<file path="src/rtl/ld_hazard_if.sv">
// Bundle between the pipeline and the load hazard controller: stage status in, stall/bubble/forward controls and counters out.
interface ld_hazard_if #(
  parameter int RF_ADDR_WIDTH = 5,
  parameter int CNT_WIDTH     = 16
);
  logic                     ID_Valid;
  logic [RF_ADDR_WIDTH-1:0] ID_Rs1Addr;
  logic [RF_ADDR_WIDTH-1:0] ID_Rs2Addr;
  logic [RF_ADDR_WIDTH-1:0] ID_Rs3Addr;
  logic                     ID_Rs3EN;
  logic                     IDEX_Valid;
  logic                     IDEX_LdEN;
  logic [RF_ADDR_WIDTH-1:0] IDEX_RdAddr;
  logic [RF_ADDR_WIDTH-1:0] IDEX_Rs1Addr;
  logic [RF_ADDR_WIDTH-1:0] IDEX_Rs2Addr;
  logic [RF_ADDR_WIDTH-1:0] IDEX_Rs3Addr;
  logic                     Mem_LdEN;
  logic [RF_ADDR_WIDTH-1:0] EXMem_RdAddr;
  logic                     Dcache_DataVld;
  logic                     EX_Flush;

  logic                     Hazard_StallIF;
  logic                     Hazard_StallID;
  logic                     Hazard_BubbleEX;
  logic                     Hazard_StallEX;
  logic                     Hazard_StallMem;
  logic                     Hazard_Rs1FwdSel;
  logic                     Hazard_Rs2FwdSel;
  logic                     Hazard_Rs3FwdSel;
  logic [CNT_WIDTH-1:0]     Hazard_LuCnt;
  logic [CNT_WIDTH-1:0]     Hazard_MissCnt;
  logic                     Hazard_MissTimeout;

  modport master (
    output ID_Valid, ID_Rs1Addr, ID_Rs2Addr, ID_Rs3Addr, ID_Rs3EN,
           IDEX_Valid, IDEX_LdEN, IDEX_RdAddr, IDEX_Rs1Addr, IDEX_Rs2Addr, IDEX_Rs3Addr,
           Mem_LdEN, EXMem_RdAddr, Dcache_DataVld, EX_Flush,
    input  Hazard_StallIF, Hazard_StallID, Hazard_BubbleEX, Hazard_StallEX, Hazard_StallMem,
           Hazard_Rs1FwdSel, Hazard_Rs2FwdSel, Hazard_Rs3FwdSel,
           Hazard_LuCnt, Hazard_MissCnt, Hazard_MissTimeout
  );

  modport slave (
    input  ID_Valid, ID_Rs1Addr, ID_Rs2Addr, ID_Rs3Addr, ID_Rs3EN,
           IDEX_Valid, IDEX_LdEN, IDEX_RdAddr, IDEX_Rs1Addr, IDEX_Rs2Addr, IDEX_Rs3Addr,
           Mem_LdEN, EXMem_RdAddr, Dcache_DataVld, EX_Flush,
    output Hazard_StallIF, Hazard_StallID, Hazard_BubbleEX, Hazard_StallEX, Hazard_StallMem,
           Hazard_Rs1FwdSel, Hazard_Rs2FwdSel, Hazard_Rs3FwdSel,
           Hazard_LuCnt, Hazard_MissCnt, Hazard_MissTimeout
  );
endinterface

</file>
<file path="src/rtl/ld_hazard_ctrl.sv">
// Load hazard controller: one-cycle load-use bubble, full-pipeline freeze on Dcache miss,
// Dcache-return forward selects, saturating event counters and a sticky miss-timeout flag.
module ld_hazard_ctrl #(
  parameter int RF_ADDR_WIDTH = 5,
  parameter int CNT_WIDTH     = 16,
  parameter int MISS_TIMEOUT  = 255
) (
  input  logic       clk,
  input  logic       rst_n,
  ld_hazard_if.slave hz
);

  typedef enum logic [0:0] {IDLE, MISS} state_t;

  localparam logic [CNT_WIDTH-1:0] CNT_ONE     = {{(CNT_WIDTH-1){1'b0}}, 1'b1};
  localparam logic [CNT_WIDTH-1:0] TIMEOUT_LIM = CNT_WIDTH'(MISS_TIMEOUT);

  state_t               state_q, state_d;
  logic [CNT_WIDTH-1:0] wait_q, wait_d;
  logic [CNT_WIDTH-1:0] lu_cnt_q, lu_cnt_d;
  logic [CNT_WIDTH-1:0] miss_cnt_q, miss_cnt_d;
  logic                 timeout_q, timeout_d;

  logic miss;
  logic load_use;
  logic stall_miss;
  logic bubble;
  logic fwd_ok;

  // x0 is hardwired zero, so it never creates a dependency.
  function automatic logic addr_match(input logic [RF_ADDR_WIDTH-1:0] a,
                                      input logic [RF_ADDR_WIDTH-1:0] rd);
    return (a != '0) && (a == rd);
  endfunction

  function automatic logic [CNT_WIDTH-1:0] sat_inc(input logic [CNT_WIDTH-1:0] v);
    return (&v) ? v : v + CNT_ONE;
  endfunction

  assign miss = hz.Mem_LdEN & ~hz.Dcache_DataVld;

  assign load_use = hz.ID_Valid & hz.IDEX_Valid & hz.IDEX_LdEN &
                    (addr_match(hz.ID_Rs1Addr, hz.IDEX_RdAddr) |
                     addr_match(hz.ID_Rs2Addr, hz.IDEX_RdAddr) |
                     (hz.ID_Rs3EN & addr_match(hz.ID_Rs3Addr, hz.IDEX_RdAddr)));

  always_comb begin
    state_d    = state_q;
    wait_d     = '0;
    lu_cnt_d   = lu_cnt_q;
    miss_cnt_d = miss_cnt_q;
    timeout_d  = timeout_q;
    stall_miss = 1'b0;
    bubble     = 1'b0;

    case (state_q)
      IDLE: begin
        if (miss) begin
          stall_miss = 1'b1;
          state_d    = MISS;
          wait_d     = CNT_ONE;
        end else if (load_use & ~hz.EX_Flush) begin
          bubble = 1'b1;
        end
      end
      MISS: begin
        // A dropped Mem_LdEN without data is a protocol error: fall back to IDLE quietly.
        if (miss) begin
          stall_miss = 1'b1;
          wait_d     = sat_inc(wait_q);
        end else begin
          state_d = IDLE;
          if (load_use & ~hz.EX_Flush) bubble = 1'b1;
        end
      end
      default: state_d = IDLE;
    endcase

    if (stall_miss) begin
      miss_cnt_d = sat_inc(miss_cnt_q);
      if (wait_d >= TIMEOUT_LIM) timeout_d = 1'b1;
    end
    if (bubble) lu_cnt_d = sat_inc(lu_cnt_q);
  end

  always_ff @(posedge clk or negedge rst_n) begin
    if (!rst_n) begin
      state_q    <= IDLE;
      wait_q     <= '0;
      lu_cnt_q   <= '0;
      miss_cnt_q <= '0;
      timeout_q  <= 1'b0;
    end else begin
      state_q    <= state_d;
      wait_q     <= wait_d;
      lu_cnt_q   <= lu_cnt_d;
      miss_cnt_q <= miss_cnt_d;
      timeout_q  <= timeout_d;
    end
  end

  // Control outputs are gated by rst_n so an asserted reset releases the pipeline at once.
  assign hz.Hazard_StallIF  = rst_n & (stall_miss | bubble);
  assign hz.Hazard_StallID  = rst_n & (stall_miss | bubble);
  assign hz.Hazard_BubbleEX = rst_n & bubble;
  assign hz.Hazard_StallEX  = rst_n & stall_miss;
  assign hz.Hazard_StallMem = rst_n & stall_miss;

  assign fwd_ok = rst_n & hz.Mem_LdEN & hz.Dcache_DataVld & hz.IDEX_Valid &
                  ~((state_q == MISS) & ~hz.Dcache_DataVld);

  assign hz.Hazard_Rs1FwdSel = fwd_ok & addr_match(hz.IDEX_Rs1Addr, hz.EXMem_RdAddr);
  assign hz.Hazard_Rs2FwdSel = fwd_ok & addr_match(hz.IDEX_Rs2Addr, hz.EXMem_RdAddr);
  assign hz.Hazard_Rs3FwdSel = fwd_ok & addr_match(hz.IDEX_Rs3Addr, hz.EXMem_RdAddr);

  assign hz.Hazard_LuCnt       = lu_cnt_q;
  assign hz.Hazard_MissCnt     = miss_cnt_q;
  assign hz.Hazard_MissTimeout = timeout_q;

endmodule

</file>
<file path="src/flat_wrapper.sv">
// flat-port wrapper written by rule: the top's interface ports become plain ports
module ld_hazard_ctrl_flat 
#(
  parameter int RF_ADDR_WIDTH = 5,
  parameter int CNT_WIDTH     = 16,
  parameter int MISS_TIMEOUT  = 255
)
  (clk, rst_n, hz_ID_Valid, hz_ID_Rs1Addr, hz_ID_Rs2Addr, hz_ID_Rs3Addr, hz_ID_Rs3EN, hz_IDEX_Valid, hz_IDEX_LdEN, hz_IDEX_RdAddr, hz_IDEX_Rs1Addr, hz_IDEX_Rs2Addr, hz_IDEX_Rs3Addr, hz_Mem_LdEN, hz_EXMem_RdAddr, hz_Dcache_DataVld, hz_EX_Flush, hz_Hazard_StallIF, hz_Hazard_StallID, hz_Hazard_BubbleEX, hz_Hazard_StallEX, hz_Hazard_StallMem, hz_Hazard_Rs1FwdSel, hz_Hazard_Rs2FwdSel, hz_Hazard_Rs3FwdSel, hz_Hazard_LuCnt, hz_Hazard_MissCnt, hz_Hazard_MissTimeout);
  ld_hazard_if #(.RF_ADDR_WIDTH(RF_ADDR_WIDTH), .CNT_WIDTH(CNT_WIDTH)) hz_i ();
  input  logic clk;
  input  logic rst_n;
  input wire logic [$bits(hz_i.ID_Valid)-1:0] hz_ID_Valid;
  input wire logic [$bits(hz_i.ID_Rs1Addr)-1:0] hz_ID_Rs1Addr;
  input wire logic [$bits(hz_i.ID_Rs2Addr)-1:0] hz_ID_Rs2Addr;
  input wire logic [$bits(hz_i.ID_Rs3Addr)-1:0] hz_ID_Rs3Addr;
  input wire logic [$bits(hz_i.ID_Rs3EN)-1:0] hz_ID_Rs3EN;
  input wire logic [$bits(hz_i.IDEX_Valid)-1:0] hz_IDEX_Valid;
  input wire logic [$bits(hz_i.IDEX_LdEN)-1:0] hz_IDEX_LdEN;
  input wire logic [$bits(hz_i.IDEX_RdAddr)-1:0] hz_IDEX_RdAddr;
  input wire logic [$bits(hz_i.IDEX_Rs1Addr)-1:0] hz_IDEX_Rs1Addr;
  input wire logic [$bits(hz_i.IDEX_Rs2Addr)-1:0] hz_IDEX_Rs2Addr;
  input wire logic [$bits(hz_i.IDEX_Rs3Addr)-1:0] hz_IDEX_Rs3Addr;
  input wire logic [$bits(hz_i.Mem_LdEN)-1:0] hz_Mem_LdEN;
  input wire logic [$bits(hz_i.EXMem_RdAddr)-1:0] hz_EXMem_RdAddr;
  input wire logic [$bits(hz_i.Dcache_DataVld)-1:0] hz_Dcache_DataVld;
  input wire logic [$bits(hz_i.EX_Flush)-1:0] hz_EX_Flush;
  output wire logic [$bits(hz_i.Hazard_StallIF)-1:0] hz_Hazard_StallIF;
  output wire logic [$bits(hz_i.Hazard_StallID)-1:0] hz_Hazard_StallID;
  output wire logic [$bits(hz_i.Hazard_BubbleEX)-1:0] hz_Hazard_BubbleEX;
  output wire logic [$bits(hz_i.Hazard_StallEX)-1:0] hz_Hazard_StallEX;
  output wire logic [$bits(hz_i.Hazard_StallMem)-1:0] hz_Hazard_StallMem;
  output wire logic [$bits(hz_i.Hazard_Rs1FwdSel)-1:0] hz_Hazard_Rs1FwdSel;
  output wire logic [$bits(hz_i.Hazard_Rs2FwdSel)-1:0] hz_Hazard_Rs2FwdSel;
  output wire logic [$bits(hz_i.Hazard_Rs3FwdSel)-1:0] hz_Hazard_Rs3FwdSel;
  output wire logic [$bits(hz_i.Hazard_LuCnt)-1:0] hz_Hazard_LuCnt;
  output wire logic [$bits(hz_i.Hazard_MissCnt)-1:0] hz_Hazard_MissCnt;
  output wire logic [$bits(hz_i.Hazard_MissTimeout)-1:0] hz_Hazard_MissTimeout;
  assign hz_i.ID_Valid = hz_ID_Valid;
  assign hz_i.ID_Rs1Addr = hz_ID_Rs1Addr;
  assign hz_i.ID_Rs2Addr = hz_ID_Rs2Addr;
  assign hz_i.ID_Rs3Addr = hz_ID_Rs3Addr;
  assign hz_i.ID_Rs3EN = hz_ID_Rs3EN;
  assign hz_i.IDEX_Valid = hz_IDEX_Valid;
  assign hz_i.IDEX_LdEN = hz_IDEX_LdEN;
  assign hz_i.IDEX_RdAddr = hz_IDEX_RdAddr;
  assign hz_i.IDEX_Rs1Addr = hz_IDEX_Rs1Addr;
  assign hz_i.IDEX_Rs2Addr = hz_IDEX_Rs2Addr;
  assign hz_i.IDEX_Rs3Addr = hz_IDEX_Rs3Addr;
  assign hz_i.Mem_LdEN = hz_Mem_LdEN;
  assign hz_i.EXMem_RdAddr = hz_EXMem_RdAddr;
  assign hz_i.Dcache_DataVld = hz_Dcache_DataVld;
  assign hz_i.EX_Flush = hz_EX_Flush;
  assign hz_Hazard_StallIF = hz_i.Hazard_StallIF;
  assign hz_Hazard_StallID = hz_i.Hazard_StallID;
  assign hz_Hazard_BubbleEX = hz_i.Hazard_BubbleEX;
  assign hz_Hazard_StallEX = hz_i.Hazard_StallEX;
  assign hz_Hazard_StallMem = hz_i.Hazard_StallMem;
  assign hz_Hazard_Rs1FwdSel = hz_i.Hazard_Rs1FwdSel;
  assign hz_Hazard_Rs2FwdSel = hz_i.Hazard_Rs2FwdSel;
  assign hz_Hazard_Rs3FwdSel = hz_i.Hazard_Rs3FwdSel;
  assign hz_Hazard_LuCnt = hz_i.Hazard_LuCnt;
  assign hz_Hazard_MissCnt = hz_i.Hazard_MissCnt;
  assign hz_Hazard_MissTimeout = hz_i.Hazard_MissTimeout;
  ld_hazard_ctrl #(.RF_ADDR_WIDTH(RF_ADDR_WIDTH), .CNT_WIDTH(CNT_WIDTH), .MISS_TIMEOUT(MISS_TIMEOUT)) u_core (.clk(clk), .rst_n(rst_n), .hz(hz_i));
endmodule
</file>
<file path="config.mk">
export PLATFORM = sky130hd
export DESIGN_NAME = ld_hazard_ctrl_flat
export DESIGN_NICKNAME = d
export VERILOG_FILES = /design/src/rtl/ld_hazard_if.sv /design/src/rtl/ld_hazard_ctrl.sv /design/src/flat_wrapper.sv
export SDC_FILE = /design/constraint.sdc
export NUM_CORES = 1
export LEC_CHECK = 0
export ABC_AREA = 1
export CAP_MARGIN = 10
export CORE_MARGIN = 1.5
export CORE_UTILIZATION = 54
export DETAILED_ROUTE_END_ITERATION = 12
export PLACE_DENSITY = 0.82
export SLEW_MARGIN = 40
export SYNTH_ARGS = -nofsm -noshare
export SYNTH_HDL_FRONTEND = slang
export SYNTH_SLANG_ARGS = --single-unit
</file>
<file path="constraint.sdc">
create_clock -name clk -period 6.05 [get_ports clk]
set_clock_uncertainty 0.15 [all_clocks]
set_input_delay 1.815 -clock clk [delete_from_list [all_inputs] [get_ports clk]]
set_output_delay 1.815 -clock clk [all_outputs]
set_load 0.1 [all_outputs]
</file>
======== Word level (Yosys, flattened, before mapping) ========
Index checks and enable logic that the tools add are counted.
storage, ports and cells
  register bits ........................... 50
  bits of input ports ..................... 49
  output and inout port bits .............. 41
  logic and storage cells ................. 66
operators by class
  add/sub/neg operators ................... 3
  order comparisons ....................... 1
  eq/ne operators ......................... 6
  muxes and demuxes ....................... 7
  bitwise logic cells ..................... 26
  reductions and logical operators ........ 18
operator list
  kind                                                                    count
  16-bit by 1-bit adder with 16-bit output, second input constant         3
  16-bit AND reduction                                                    3
  16-bit two-way mux                                                      2
  16-bit one-hot mux with 2 select lines                                  1
  5-bit == test                                                           6
  5-bit nonzero test                                                      6
  1-bit AND                                                               17
  16-bit by 8-bit >= comparator with 1-bit output, second input constant  1
  1-bit logical AND                                                       6
  1-bit inverter                                                          6
  2-bit AND reduction                                                     3
  1-bit two-way mux                                                       4
  1-bit bitwise OR                                                        3

======== Logic depth before layout (Yosys ltp) ========
  depth in word-level cells ............... 10
  mapped depth ............................ 12
  mapped depth without buffers ............ 12

======== Worst setup path after synthesis ========
OpenSTA, ideal clock, no wires.
  kind .................................... input-to-output
  start ................................... input port hz_Mem_LdEN
  end ..................................... output port hz_Hazard_BubbleEX
  data arrival time ....................... 5171 ps
  required time ........................... 4085 ps
  path slack .............................. -1086 ps
  stages on the path ...................... 5
  path buffers ............................ 2
  cell sequence ........................... inv_1 nor2_1 buf_2 clkbuf_1 nor4_1
on the way
  word-level cells in the longest chain between the ends .. 3
ends and longest elaborated chain
  what               line                                        RTL
  from (decl)        flat_wrapper.sv:23                          input wire logic [$bits(hz_i.Mem_LdEN)-1:0] hz_Mem_LdEN;
  1-bit AND          ld_hazard_ctrl.sv:40                        assign miss = hz.Mem_LdEN & ~hz.Dcache_DataVld;
  via u_core.miss    ld_hazard_ctrl.sv:24                        logic miss;
  1-bit two-way mux  ld_hazard_ctrl.sv:58, ld_hazard_ctrl.sv:68
  1-bit AND          ld_hazard_ctrl.sv:105                       assign hz.Hazard_BubbleEX = rst_n & bubble;
  to (decl)          flat_wrapper.sv:29                          output wire logic [$bits(hz_i.Hazard_BubbleEX)-1:0] hz_Hazard_BubbleEX;
The timed path passes the listed nets, and every way through them passes these cells.

======== Final worst setup path ========
  start ................................... input port hz_IDEX_RdAddr[3]
  end ..................................... output port hz_Hazard_StallID
on the way
  word-level cells in the longest chain between the ends .. 10
  elaborated cells on any way between the ends .. 15
  those cells by class .................... eq/ne (3); mux (2); bitwise (7); reduce/logical (3)
ends and longest elaborated chain
  what                                           line                                        RTL
  from (decl)                                    flat_wrapper.sv:19                          input wire logic [$bits(hz_i.IDEX_RdAddr)-1:0] hz_IDEX_RdAddr;
  5-bit == test                                  ld_hazard_ctrl.sv:33                        return (a != '0) && (a == rd);
  1-bit logical AND                              ld_hazard_ctrl.sv:33
  1-bit bitwise OR or 1-bit AND (tied branches)  ld_hazard_ctrl.sv:43, ld_hazard_ctrl.sv:45
  1-bit bitwise OR (*)                           ld_hazard_ctrl.sv:44                        addr_match(hz.ID_Rs2Addr, hz.IDEX_RdAddr) |
  1-bit AND (*)                                  ld_hazard_ctrl.sv:42                        assign load_use = hz.ID_Valid & hz.IDEX_Valid & hz.IDEX_LdEN &
  1-bit AND (*)                                  ld_hazard_ctrl.sv:62, ld_hazard_ctrl.sv:73
  1-bit two-way mux (*)                          ld_hazard_ctrl.sv:62, ld_hazard_ctrl.sv:73
  1-bit two-way mux (*)                          ld_hazard_ctrl.sv:58, ld_hazard_ctrl.sv:68
  1-bit bitwise OR (*)                           ld_hazard_ctrl.sv:104                       assign hz.Hazard_StallID = rst_n & (stall_miss | bubble);
  1-bit AND (*)                                  ld_hazard_ctrl.sv:104
  to (decl)                                      flat_wrapper.sv:28                          output wire logic [$bits(hz_i.Hazard_StallID)-1:0] hz_Hazard_StallID;
Mark *: on every way between the ends. The rest lies on a longest branch, timed or not.

==> summary.md <==
| Metric | Value |
|---|---|
| H-Tree Depth | `2` |
| CTS tree | `yes` |
| RR Startpoint | `u_core.hz.Hazard_LuCnt[0]$_DFFE_PN0P_` |
| Total power | `0.953 mW` |
| Post-synthesis instance total | `518` |
| Syn_nets | `570` |
| Crit path kind | `input pin to output pin` |
| Static Leak | `2.34 nW` |
| CP max stage cell | `clkdlybuf4s50_1` |
| Number of antenna violations at the first check in global routing | `0` |
| N_diodes | `0` |
| Die span in y | `85.3 microns` |
| # nets final | `660` |
| Post-Route Setup TNS | `0 ps` |
| Worst Setup End Kind | `output pin` |
| CTS Buf Count | `5` |
| Netlist cell types | `42` |
| Routed len/inst | `12.7 microns` |
| Final Max Tran Viols | `0` |
| Fin crit period | `5540 ps` |
| Primary FF master, synth | `dfrtp_1` |
| Hold path start | `u_core.hz.Hazard_MissTimeout$_DFFE_PN0P_` |
| Vias in the first global route | `3480` |
| RSZ-0062 raised after global routing | `false` |
| Status | `finished, violations left` |
| Worst EP required | `4090 ps` |
| CP Buf/Inv Count | `3` |
| Drc violations | `1` |
| Power per cell area | `208 mW/mm^2` |
| Setup repair bufs after CTS | `0` |
| Detailed Route WL | `8.72 mm` |
| Root Driver | `clkbuf_8` |
| Clock sink count | `50` |
| Num ports | `90` |
| Initial drt markers | `206` |
| Max layer used | `met4` |
| Longest Clk Path Bufs | `2` |
| Grt ovf | `0` |
| Vias | `3696` |
| Hold Buf Count CTS | `0` |
| GP Congestion | `0.933` |
| Maximum vdd ir drop | `284 uV` |
| Most frequent cells in the layout | `nand2_1, inv_1, nor2_1` |
| Met3 wire length | `443 microns` |
| Crit path DAT | `3570 ps` |
| Clock Latency Late Sink | `310 ps` |
| Worst Hold Class | `flop to flop` |
| Hpwl dp | `6.92 mm` |
| Die W | `85.3 microns` |
| Crit-path leading delay family | `simple AND/OR/NAND/NOR gates` |
| Final hold vios | `0` |
| First-pass GRT wire length | `15.0 mm` |
| Max capacitance violation total | `0` |
| Slowest cell delay on critical path | `580 ps` |
| Met1 Wirelength | `3.82 mm` |
| IO Port Bufs | `89` |
| GRT Util Overall | `25.1%` |
| Slew margin rel. | `62.2%` |
| Met2 WL | `4.34 mm` |
| Worst-margin pin slew | `566 ps` |
| Synthesis Warnings | `0` |
| Post-synthesis sequential area ratio | `34.2%` |
| DR vias/cell | `5.39` |
| Commonest non-fill, non-tap cell in the layout | `nand2_1` |
| DRT Pass-1 Iters | `9` |
| Mapped Area | `0.00366 sq mm` |
| Antenna viol nets, final | `0` |
| Clock transition at path regs | `100 ps` |
| Period utilization | `91.5%` |
| Rows | `29` |
| Flops & latches, synth | `50` |
| Cell Chain, Critical Path | `clkdlybuf4s50_1, inv_2, nand2_1, nand2_1, nor2_1, nand4_1, nor2_1, nor2_2, nor2_4, nor2_1, nor2_2, buf_12` |
| Failing checks | `DRC` |
| FFs w/ async S/R, synth | `100%` |
| Critical Path Fanout Max | `4` |
| Area growth, synth to finish | `25.6%` |
| Core footprint | `0.00646 sq mm` |
| Post-synth EDFFs | `0` |
| Starting Density | `56.6%` |
| # setup viols final | `0` |
| Final Core Density | `71.1%` |
| Share of cells above drive strength 1 | `12.8%` |
| Critical path startpoint | `hz_IDEX_RdAddr[3]` |
| Syn avg cell area | `7.06 sq um` |
| Area of the die | `0.00727 sq mm` |
| Largest net degree at the start of global routing | `47` |
| Startpoint types | `input pin` |
| CTS resizes | `0` |
| Cell mode on critical path | `nor2_1` |
| Peak Freq | `181 MHz` |
[sequential cells by signal (all words and copies together) (netlist names)]
register and count:
u_core.state_q 1, u_core.hz.Hazard_MissTimeout 1, u_core.hz.Hazard_MissCnt 16, u_core.wait_q 16
u_core.hz.Hazard_LuCnt 16
[final timing paths]
| kind | to | depth (start not counted) | slack (ps) |
|---|---|---|---|
| max | hz_Hazard_StallID | 12 | 510 |
| min | u_core.hz.Hazard_MissTimeout$_DFFE_PN0P_ | 2 | 350 |
| max reg2reg | u_core.hz.Hazard_LuCnt[2]$_DFFE_PN0P_ | 7 | 3900 |
| min reg2reg | u_core.hz.Hazard_MissTimeout$_DFFE_PN0P_ | 2 | 350 |
| max in group asynchronous | u_core.wait_q[1]$_DFF_PN0_ | 2 | 3780 |
| min in group asynchronous | u_core.hz.Hazard_LuCnt[15]$_DFFE_PN0P_ | 1 | 1170 |
[cell type report]
cell class | instances | area [sq um]
fillers | 569 | 1870
clock buffers | 5 | 68.8
clock inverters | 3 | 47.5
repair buffers | 93 | 806
multi-input cells | 384 | 2040
inverters | 74 | 278
well taps | 77 | 96.3
flip-flops and latches | 50 | 1250
[Yosys cell counts (all sizes together) (3+ instances only)]
cell type,instances,share of area (%)
clkbuf,3,0.58
a21oi,9,1.2
or2,3,0.51
inv,73,7.5
and3,8,1.4
nand2,138,14
o21ai,6,0.82
nor4,3,0.51
nor3,14,2.4
xor2,28,6.7
nand3,41,6.1
dfrtp,50,34
buf,7,2.0
ha,3,1.0
nand4,43,8.2
xnor2,13,3.1
nor2,65,7.1
[through the flow]
stage | hold WS (ps) | setup slack [ps] | instance area, sq um | cells
after detailed placement | 334 | 520 | 4470 | 678
after CTS | 352 | 509 | 4590 | 686
final | 346 | 511 | 4590 | 686
after floorplan | 427 | 84.0 | 3670 | 518
after global routing | 371 | 345 | 4590 | 686
after global placement | 330 | 570 | 4640 | 678
[cells by family after synthesis]
| kind of cell | count (synthesis) | share of synthesized area [%] |
|---|---|---|
| buffers and inverters | 84 | 10.2 |
| XOR/XNOR | 41 | 9.82 |
| flip-flops | 50 | 34.2 |
| AND/OR/NAND/NOR | 318 | 41.2 |
| multiplexers | 1 | 0.308 |
| AO/OA/AOI/OAI | 21 | 3.25 |
| adder cells (fa/ha/maj) | 3 | 1.03 |
[worst min-delay path, delay by kind of cell (launching register included)]
kind	cells	cell delay, ps
buffers and inverters	1	40
flip-flops	1	360
AND/OR/NAND/NOR	1	70
[power breakdown]
part | internal [mW] | total (mW) | switching, mW
sequential | 0.357 | 0.387 | 0.0305
clock | 0.125 | 0.244 | 0.118
combinational | 0.0810 | 0.322 | 0.242
[metal layers]
metal / vias up / track usage, %
met4: 0 / 7.33
met2: 101 / 44.0
met1: 1721 / 32.1
met3: 11 / 3.79
li1: 1863 / -
met5: - / 0
(Power assumes the default switching activity.)
